## config.mk

```make
export PLATFORM = sky130hd
export DESIGN_NAME = rob_param_flat
export DESIGN_NICKNAME = d
export VERILOG_FILES = /design/src/rtl/rob_if.sv /design/src/rtl/rob_param.sv /design/src/flat_wrapper.sv
export SDC_FILE = /design/constraint.sdc
export NUM_CORES = 2
export LEC_CHECK = 0
export CORE_MARGIN = 5
export CORE_UTILIZATION = 35
export CTS_CLUSTER_SIZE = 24
export DETAILED_ROUTE_END_ITERATION = 10
export DONT_BUFFER_PORTS = 1
export PLACE_DENSITY = 0.47
export SYNTH_ARGS = -nofsm -noshare
export SYNTH_HDL_FRONTEND = slang
export SYNTH_SLANG_ARGS = --single-unit
```

## constraint.sdc

```tcl
create_clock -name clk -period 13.9 [get_ports clk]
set_clock_uncertainty 0.15 [all_clocks]
set_input_delay 0.695 -clock clk [delete_from_list [all_inputs] [get_ports clk]]
set_output_delay 0.695 -clock clk [all_outputs]
set_load 0.005 [all_outputs]
```

## src/rtl/rob_if.sv

```systemverilog
// Reorder-buffer port bundle: allocate, writeback, lookup, commit and flush.
// The master side feeds instructions/results; the slave side is the ROB.
interface rob_if #(
    parameter int DEPTH = 16,
    parameter int XLEN  = 32,
    parameter int NWB   = 2,
    parameter int IW    = $clog2(DEPTH)
);
    logic                alloc_valid;
    logic                alloc_ready;
    logic [IW-1:0]       alloc_idx;
    logic [4:0]          alloc_dest;
    logic [1:0]          alloc_kind;
    logic                alloc_pred;
    logic [XLEN-1:0]     alloc_pc;
    logic [NWB-1:0]      wb_valid;
    logic [NWB*IW-1:0]   wb_idx;
    logic [NWB*XLEN-1:0] wb_value;
    logic [NWB-1:0]      wb_taken;
    logic [NWB*XLEN-1:0] wb_target;
    logic [2*IW-1:0]     q_idx;
    logic [1:0]          q_ready;
    logic [2*XLEN-1:0]   q_value;
    logic                commit_valid;
    logic [IW-1:0]       commit_idx;
    logic [4:0]          commit_dest;
    logic [XLEN-1:0]     commit_value;
    logic                store_commit;
    logic                flush_o;
    logic [XLEN-1:0]     redirect_pc;
    logic                flush_i;
    logic [IW:0]         count;

    modport master (
        output alloc_valid, alloc_dest, alloc_kind, alloc_pred, alloc_pc,
        output wb_valid, wb_idx, wb_value, wb_taken, wb_target,
        output q_idx, flush_i,
        input  alloc_ready, alloc_idx, q_ready, q_value,
        input  commit_valid, commit_idx, commit_dest, commit_value,
        input  store_commit, flush_o, redirect_pc, count
    );

    modport slave (
        input  alloc_valid, alloc_dest, alloc_kind, alloc_pred, alloc_pc,
        input  wb_valid, wb_idx, wb_value, wb_taken, wb_target,
        input  q_idx, flush_i,
        output alloc_ready, alloc_idx, q_ready, q_value,
        output commit_valid, commit_idx, commit_dest, commit_value,
        output store_commit, flush_o, redirect_pc, count
    );
endinterface

```

## src/rtl/rob_param.sv

```systemverilog
// Parameterised reorder buffer: in-order commit, branch mispredict flush.
// Optional macro ROB_WB_BYPASS_EN forwards same-cycle writebacks to lookups.
module rob_param #(
    parameter int DEPTH = 16,
    parameter int XLEN  = 32,
    parameter int NWB   = 2
) (
    input logic   clk,
    input logic   rst,
    rob_if.slave  bus
);
    localparam int IW = $clog2(DEPTH);
    localparam logic [IW:0] FULL = (IW+1)'(DEPTH);
    localparam logic [1:0] K_ALU = 2'd0;
    localparam logic [1:0] K_LD  = 2'd1;
    localparam logic [1:0] K_ST  = 2'd2;

    logic [DEPTH-1:0] e_valid;
    logic [DEPTH-1:0] e_ready;
    logic [DEPTH-1:0] e_pred;
    logic [DEPTH-1:0] e_taken;
    logic [1:0]       e_kind   [DEPTH];
    logic [4:0]       e_dest   [DEPTH];
    logic [XLEN-1:0]  e_pc     [DEPTH];
    logic [XLEN-1:0]  e_value  [DEPTH];
    logic [XLEN-1:0]  e_target [DEPTH];

    logic [IW-1:0] head;
    logic [IW-1:0] tail;
    logic [IW:0]   cnt;

    logic            do_alloc;
    logic            do_commit;
    logic            mispred;
    logic            flush;
    logic [XLEN-1:0] pc4;

    // Head retirement, commit reporting and mispredict detection
    always_comb begin
        do_alloc  = bus.alloc_valid && (cnt < FULL);
        do_commit = (cnt != '0) && e_valid[head] && e_ready[head];
        pc4       = e_pc[head] + XLEN'(4);
        mispred   = 1'b0;
        bus.alloc_ready  = cnt < FULL;
        bus.alloc_idx    = tail;
        bus.count        = cnt;
        bus.commit_valid = do_commit;
        bus.commit_idx   = '0;
        bus.commit_dest  = '0;
        bus.commit_value = '0;
        bus.store_commit = 1'b0;
        bus.redirect_pc  = '0;
        if (do_commit) begin
            bus.commit_idx = head;
            unique case (1'b1)
                (e_kind[head] == K_ALU) || (e_kind[head] == K_LD): begin
                    bus.commit_dest  = e_dest[head];
                    bus.commit_value = e_value[head];
                end
                (e_kind[head] == K_ST): begin
                    bus.store_commit = 1'b1;
                end
                default: begin
                    mispred = e_taken[head] != e_pred[head];
                    if (e_dest[head] != '0) begin
                        bus.commit_dest  = e_dest[head];
                        bus.commit_value = pc4;
                    end
                    if (mispred)
                        bus.redirect_pc = e_taken[head] ? e_target[head] : pc4;
                end
            endcase
        end
        bus.flush_o = mispred;
        flush       = mispred || bus.flush_i;
    end

    // Operand lookups from stored state, optionally bypassing writebacks
    always_comb begin
        logic [IW-1:0]   qi;
        logic            rdy;
        logic [XLEN-1:0] val;
        bus.q_ready = '0;
        bus.q_value = '0;
        for (int q = 0; q < 2; q++) begin
            qi  = bus.q_idx[q*IW +: IW];
            rdy = e_valid[qi] && e_ready[qi];
            val = rdy ? e_value[qi] : '0;
`ifdef ROB_WB_BYPASS_EN
            for (int p = 0; p < NWB; p++) begin
                if (bus.wb_valid[p] && e_valid[qi] &&
                    bus.wb_idx[p*IW +: IW] == qi) begin
                    rdy = 1'b1;
                    val = bus.wb_value[p*XLEN +: XLEN];
                end
            end
`endif
            bus.q_ready[q] = rdy;
            bus.q_value[q*XLEN +: XLEN] = val;
        end
    end

    // Entry state, pointers and occupancy
    always_ff @(posedge clk) begin
        if (rst) begin
            head    <= '0;
            tail    <= '0;
            cnt     <= '0;
            e_valid <= '0;
            e_ready <= '0;
            e_pred  <= '0;
            e_taken <= '0;
            for (int i = 0; i < DEPTH; i++) begin
                e_kind[i]   <= '0;
                e_dest[i]   <= '0;
                e_pc[i]     <= '0;
                e_value[i]  <= '0;
                e_target[i] <= '0;
            end
        end else if (flush) begin
            head    <= '0;
            tail    <= '0;
            cnt     <= '0;
            e_valid <= '0;
            e_ready <= '0;
        end else begin
            for (int p = 0; p < NWB; p++) begin
                if (bus.wb_valid[p] && e_valid[bus.wb_idx[p*IW +: IW]]) begin
                    e_ready[bus.wb_idx[p*IW +: IW]]  <= 1'b1;
                    e_taken[bus.wb_idx[p*IW +: IW]]  <= bus.wb_taken[p];
                    e_value[bus.wb_idx[p*IW +: IW]]  <=
                        bus.wb_value[p*XLEN +: XLEN];
                    e_target[bus.wb_idx[p*IW +: IW]] <=
                        bus.wb_target[p*XLEN +: XLEN];
                end
            end
            if (do_alloc) begin
                e_valid[tail] <= 1'b1;
                e_ready[tail] <= 1'b0;
                e_kind[tail]  <= bus.alloc_kind;
                e_dest[tail]  <= bus.alloc_dest;
                e_pred[tail]  <= bus.alloc_pred;
                e_pc[tail]    <= bus.alloc_pc;
                tail          <= tail + IW'(1);
            end
            if (do_commit) begin
                e_valid[head] <= 1'b0;
                head          <= head + IW'(1);
            end
            cnt <= cnt + (IW+1)'(do_alloc) - (IW+1)'(do_commit);
        end
    end
endmodule
```

## src/flat_wrapper.sv

```systemverilog
// flat-port wrapper written by rule: the top's interface ports become plain ports
module rob_param_flat 
#(
    parameter int DEPTH = 16,
    parameter int XLEN  = 32,
    parameter int NWB   = 2
)
  (clk, rst, bus_alloc_valid, bus_alloc_dest, bus_alloc_kind, bus_alloc_pred, bus_alloc_pc, bus_wb_valid, bus_wb_idx, bus_wb_value, bus_wb_taken, bus_wb_target, bus_q_idx, bus_flush_i, bus_alloc_ready, bus_alloc_idx, bus_q_ready, bus_q_value, bus_commit_valid, bus_commit_idx, bus_commit_dest, bus_commit_value, bus_store_commit, bus_flush_o, bus_redirect_pc, bus_count);
  rob_if #(.DEPTH(DEPTH), .XLEN(XLEN), .NWB(NWB)) bus_i ();
  input logic clk;
  input logic rst;
  input wire logic [$bits(bus_i.alloc_valid)-1:0] bus_alloc_valid;
  input wire logic [$bits(bus_i.alloc_dest)-1:0] bus_alloc_dest;
  input wire logic [$bits(bus_i.alloc_kind)-1:0] bus_alloc_kind;
  input wire logic [$bits(bus_i.alloc_pred)-1:0] bus_alloc_pred;
  input wire logic [$bits(bus_i.alloc_pc)-1:0] bus_alloc_pc;
  input wire logic [$bits(bus_i.wb_valid)-1:0] bus_wb_valid;
  input wire logic [$bits(bus_i.wb_idx)-1:0] bus_wb_idx;
  input wire logic [$bits(bus_i.wb_value)-1:0] bus_wb_value;
  input wire logic [$bits(bus_i.wb_taken)-1:0] bus_wb_taken;
  input wire logic [$bits(bus_i.wb_target)-1:0] bus_wb_target;
  input wire logic [$bits(bus_i.q_idx)-1:0] bus_q_idx;
  input wire logic [$bits(bus_i.flush_i)-1:0] bus_flush_i;
  output wire logic [$bits(bus_i.alloc_ready)-1:0] bus_alloc_ready;
  output wire logic [$bits(bus_i.alloc_idx)-1:0] bus_alloc_idx;
  output wire logic [$bits(bus_i.q_ready)-1:0] bus_q_ready;
  output wire logic [$bits(bus_i.q_value)-1:0] bus_q_value;
  output wire logic [$bits(bus_i.commit_valid)-1:0] bus_commit_valid;
  output wire logic [$bits(bus_i.commit_idx)-1:0] bus_commit_idx;
  output wire logic [$bits(bus_i.commit_dest)-1:0] bus_commit_dest;
  output wire logic [$bits(bus_i.commit_value)-1:0] bus_commit_value;
  output wire logic [$bits(bus_i.store_commit)-1:0] bus_store_commit;
  output wire logic [$bits(bus_i.flush_o)-1:0] bus_flush_o;
  output wire logic [$bits(bus_i.redirect_pc)-1:0] bus_redirect_pc;
  output wire logic [$bits(bus_i.count)-1:0] bus_count;
  assign bus_i.alloc_valid = bus_alloc_valid;
  assign bus_i.alloc_dest = bus_alloc_dest;
  assign bus_i.alloc_kind = bus_alloc_kind;
  assign bus_i.alloc_pred = bus_alloc_pred;
  assign bus_i.alloc_pc = bus_alloc_pc;
  assign bus_i.wb_valid = bus_wb_valid;
  assign bus_i.wb_idx = bus_wb_idx;
  assign bus_i.wb_value = bus_wb_value;
  assign bus_i.wb_taken = bus_wb_taken;
  assign bus_i.wb_target = bus_wb_target;
  assign bus_i.q_idx = bus_q_idx;
  assign bus_i.flush_i = bus_flush_i;
  assign bus_alloc_ready = bus_i.alloc_ready;
  assign bus_alloc_idx = bus_i.alloc_idx;
  assign bus_q_ready = bus_i.q_ready;
  assign bus_q_value = bus_i.q_value;
  assign bus_commit_valid = bus_i.commit_valid;
  assign bus_commit_idx = bus_i.commit_idx;
  assign bus_commit_dest = bus_i.commit_dest;
  assign bus_commit_value = bus_i.commit_value;
  assign bus_store_commit = bus_i.store_commit;
  assign bus_flush_o = bus_i.flush_o;
  assign bus_redirect_pc = bus_i.redirect_pc;
  assign bus_count = bus_i.count;
  rob_param #(.DEPTH(DEPTH), .XLEN(XLEN), .NWB(NWB)) u_core (.clk(clk), .rst(rst), .bus(bus_i));
endmodule
```

==> impl_results.md <==
- Clock-pin slew on the worst setup and hold paths: 60 ps
- Post-CTS repair timing setup buffer count: 0
- DRC violation count after routing: 0
- Placement Rows: approximately 190
- Critical path required time: 14,480 ps
- CP bufs+invs: 6
- Post-detailed-route wirelength per cell: just under 40 um
- Cell count after synthesis: between 7,000 and 8,000
- Post-placement cell count: slightly above 10,000
- Dominant delay contributor by cell family on the critical path: buffers and inverters
- Min Clock Period, post-route: a little over 8000 ps
- Worst path max stage delay: 1060 ps
- FF-to-FF path depth: 13
- Slew @ Worst Pin: 1450 ps
- Relative contribution of combinational cells to total power: 7.0%
- Area Growth Syn to Fin: 11.5%
- Commonest register cell after synthesis: edfxtp_1
- Final Net Count: between 7,000 and 8,000
- Net count after synthesis: between 7,000 and 8,000
- Die boundary height: between 500 and 600 um
- Post-synth ARST share: 0%
- # Max-Cap Violations: 0
- H-tree depth: 4
- Power density relative to cell area: roughly 110 mW/mm2
- Hold Crit Class: primary input to flop
- Count of port buffers added during placement: 0
- Count of unique library cells instantiated by Yosys: 64
- Global-route usage over all layers: between 20 and 30%
- GPL Wtd Cong: 0.845
- Critical path class: flop to flop
- Sequential fraction of design power: around 49%
- Pin count of the biggest net entering global routing: between 200 and 300
- Vias after detailed routing: between 70,000 and 80,000
- P_sw: 2.95 mW
- Max-slew violation count: 0
- Ratio of cells with drive above 1 in the final layout: a little under a fifth
- FF+latch count, synth: approximately 1,700
- Sequential area share after synthesis: a little over half
- Die area: between 0.2 and 0.3 mm2
- Via-per-instance ratio: between 6 and 7
- Cell with the biggest individual delay on the critical path: buf_4
- Antenna violations before repair: between 60 and 70
- Number of warnings issued by yosys: 0
- TritonCTS clock tree: built
- Cell occurring most often along the worst timing path: buf_4
- Via count of the first global-routing pass: around 70,000
- Unrepaired setup endpoints after global routing: no
- Clock network fraction of total power: roughly 44%
- Total of endpoints with negative setup slack in the final report: 0
- Cell-by-cell trace of the critical path: buf_4 -> mux4_2 -> mux4_2 -> clkinv_1 -> or2_2 -> or3_1 -> buf_4 -> inv_2 -> or3_4 -> nor2_4 -> buf_4 -> a22o_1 -> dlygate4sd3_1
- Final Non-Filler Cells: about 11,000
- Cell area after layout: about 0.11 mm2
- Buffer depth of the longest clock path: 4
- Inserted Clock Buffers: 208
- Average cell area after synthesis: about 13 um2
- Number of synthesized flops with an enable pin: around 1,600
- Cell leakage power: 35.9 nW
- F_max: approximately 0.12 GHz
- HPWL after DPL: roughly 230 mm
- Clk Latency, worst-skew pair: about 900 ps
- Number of hold violations in the final report: 0
- Setup total negative slack: 0 ps
- Remaining Overflow, GRT: 0
- Global-route wire length before repair: approximately 590 mm
- Drt first-iter violations: 10,726
- Kind of capture point of the worst setup path: flop
- Final antenna-violating net count: 0
- Post-route fraction of the period consumed by the critical path: roughly 58%
- Clock root buffer master: clkbuf_16
- Placeable core area: 0.273 mm2
- Levels on crit path: 13
- VDD IR max: a little under 0.0001 V
- Final WL: between 400 and 500 mm
- Switching share of total power: roughly a quarter
- Max_slew headroom: around 3.1%
- Initial Util: a little over a third
- TritonRoute pass-1 iters: 8
- Worst setup SP type: flop
- Syn Std Cell Area: 0.0958 mm2
- Worst-path maximum fanout: 47
- Internal power component: around 9.2 mW
- Ports: between 300 and 400
- Hold depth: 4
- Total cell area at the placement stage: ~0.098 mm2
- Endpoint arrival time on the critical path: around 8600 ps
- Outcome: finished clean
- Number of inserted filler cells in the final layout: ~26,000
- Sinks on Clock Net: approximately 1,700
- Chip width: roughly 530 um
## worst min-delay path, stage by stage
cell	delay [ps]
inv_1	50
and3_1	140
o21a_1	120
nor3_1	40
## kinds of logic after synthesis
logic type      synth area share, %
compound gates                 8.42
xor+xnor                      0.338
fa+ha+maj                     0.230
buf+inv                        4.56
flops                          53.3
mux                            20.3
simple gates                   12.9
## power groups by stage
stage	Combinational, mW	Clock, mW	Sequential (mW)
after global routing	0.870	5.64	5.95
after global placement	0.693	0	6.03
after CTS	0.841	5.42	5.93
after floorplan	0.528	0	6.01
after detailed placement	0.696	0	6.04
final	0.854	5.39	5.93
## layer usage
metal  track usage (%)  wire length, um
met1              37.5           162000
met4              15.9            27400
met3              6.78            43000
met5             0.117              143
met2              45.8           198000
## cells in the final DEF, fill, tap and decap left out, types with 17 or more instances in the layout
cell and n:
clkbuf_16 210, a22o_1 384, clkbuf_1 39, nor2_1 619, o21ai_0 38, clkinv_2 50, dlygate4sd3_1 235, nand2_1 333
nand3_1 158, and3_1 633, dfxtp_1 78, nor2b_1 74, a21oi_1 675, edfxtp_1 1648, clkinv_1 42, xor2_1 20
mux2i_1 70, o22ai_1 20, and2_1 17, xnor2_1 17, nor2_4 21, nand2b_1 20, a211oi_1 28, buf_4 145
nor3_1 547, inv_1 47, diode_2 42, mux4_2 826
## synth_stat cells (all sizes together) (11+ instances only)
library cell / count / area, um2
edfxtp: 1648 / 49500
mux4: 828 / 18600
a21oi: 675 / 3380
nor2: 641 / 2410
and3: 637 / 3990
clkbuf: 597 / 2240
nor3: 555 / 2780
buf: 401 / 1940
a22o: 384 / 3360
nand2: 333 / 1250
nand3: 160 / 801
dfxtp: 81 / 1620
nor2b: 76 / 475
mux2i: 70 / 701
inv: 49 / 184
o21ai: 47 / 235
a21o: 29 / 218
a211oi: 28 / 210
nand2b: 25 / 156
o22ai: 20 / 125
xor2: 20 / 175
and2: 17 / 106
xnor2: 17 / 149
ha: 16 / 200
a221oi: 15 / 131
nand4: 12 / 75.1
a22oi: 11 / 82.6
## state kept, by name, indices dropped and copies added (netlist names), 5 cells and up, named ones only
| name | count |
|---|---|
| u_core.e_pc | 512 |
| u_core.e_target | 512 |
| u_core.e_taken | 16 |
| u_core.bus.count | 5 |
| u_core.e_kind | 32 |
| u_core.e_valid | 16 |
| u_core.e_ready | 16 |
| u_core.e_pred | 16 |
| u_core.e_value | 512 |
| u_core.e_dest | 80 |
## what timing repair did
action	4_1_cts	5_1_grt
endpoints found under the setup margin	0	0
endpoints found under the hold margin	1683	0
gates resized for setup	0	0
hold buffers	236	0
## per-stage QoR
step | setup slack (ps) | util, % | hold slack (ps) | power, mW
final | 5850 | 39.1 | 74.2 | 12.2
after global routing | 5490 | 39.1 | 102 | 12.5
after CTS | 5660 | 39.1 | 27.1 | 12.2
after detailed placement | 6060 | 35.8 | 298 | 6.74
after global placement | 6170 | 35.8 | 290 | 6.73
after floorplan | 9030 | - | 281 | 6.54
## worst paths after layout
kind,from,slack (ps),endpoint
worst max register to register,flop,5850,u_core.e_target[14][11]$_DFFE_PP_
worst min register to register,u_core.e_pred[13]$_SDFFE_PP0P_,310,u_core.e_pred[13]$_SDFFE_PP0P_
worst max-delay path,flop,5850,u_core.e_target[14][11]$_DFFE_PP_
worst min-delay path,bus_wb_taken[0],70,u_core.e_taken[3]$_SDFFE_PP0N_
## final cells by class
class | count | area, um2 | area share, %
multi-input combinational | 4694 | 40800 | 38.2
antenna | 42 | 105 | 0.0984
timing repair buffer | 389 | 3620 | 3.39
tap | 3589 | 4490 | 4.20
sequential | 1729 | 51100 | 47.8
clock inverter | 115 | 1010 | 0.947
inverter | 52 | 203 | 0.190
clock buffer | 253 | 5460 | 5.11
Power figures use the tool's default switching activity.
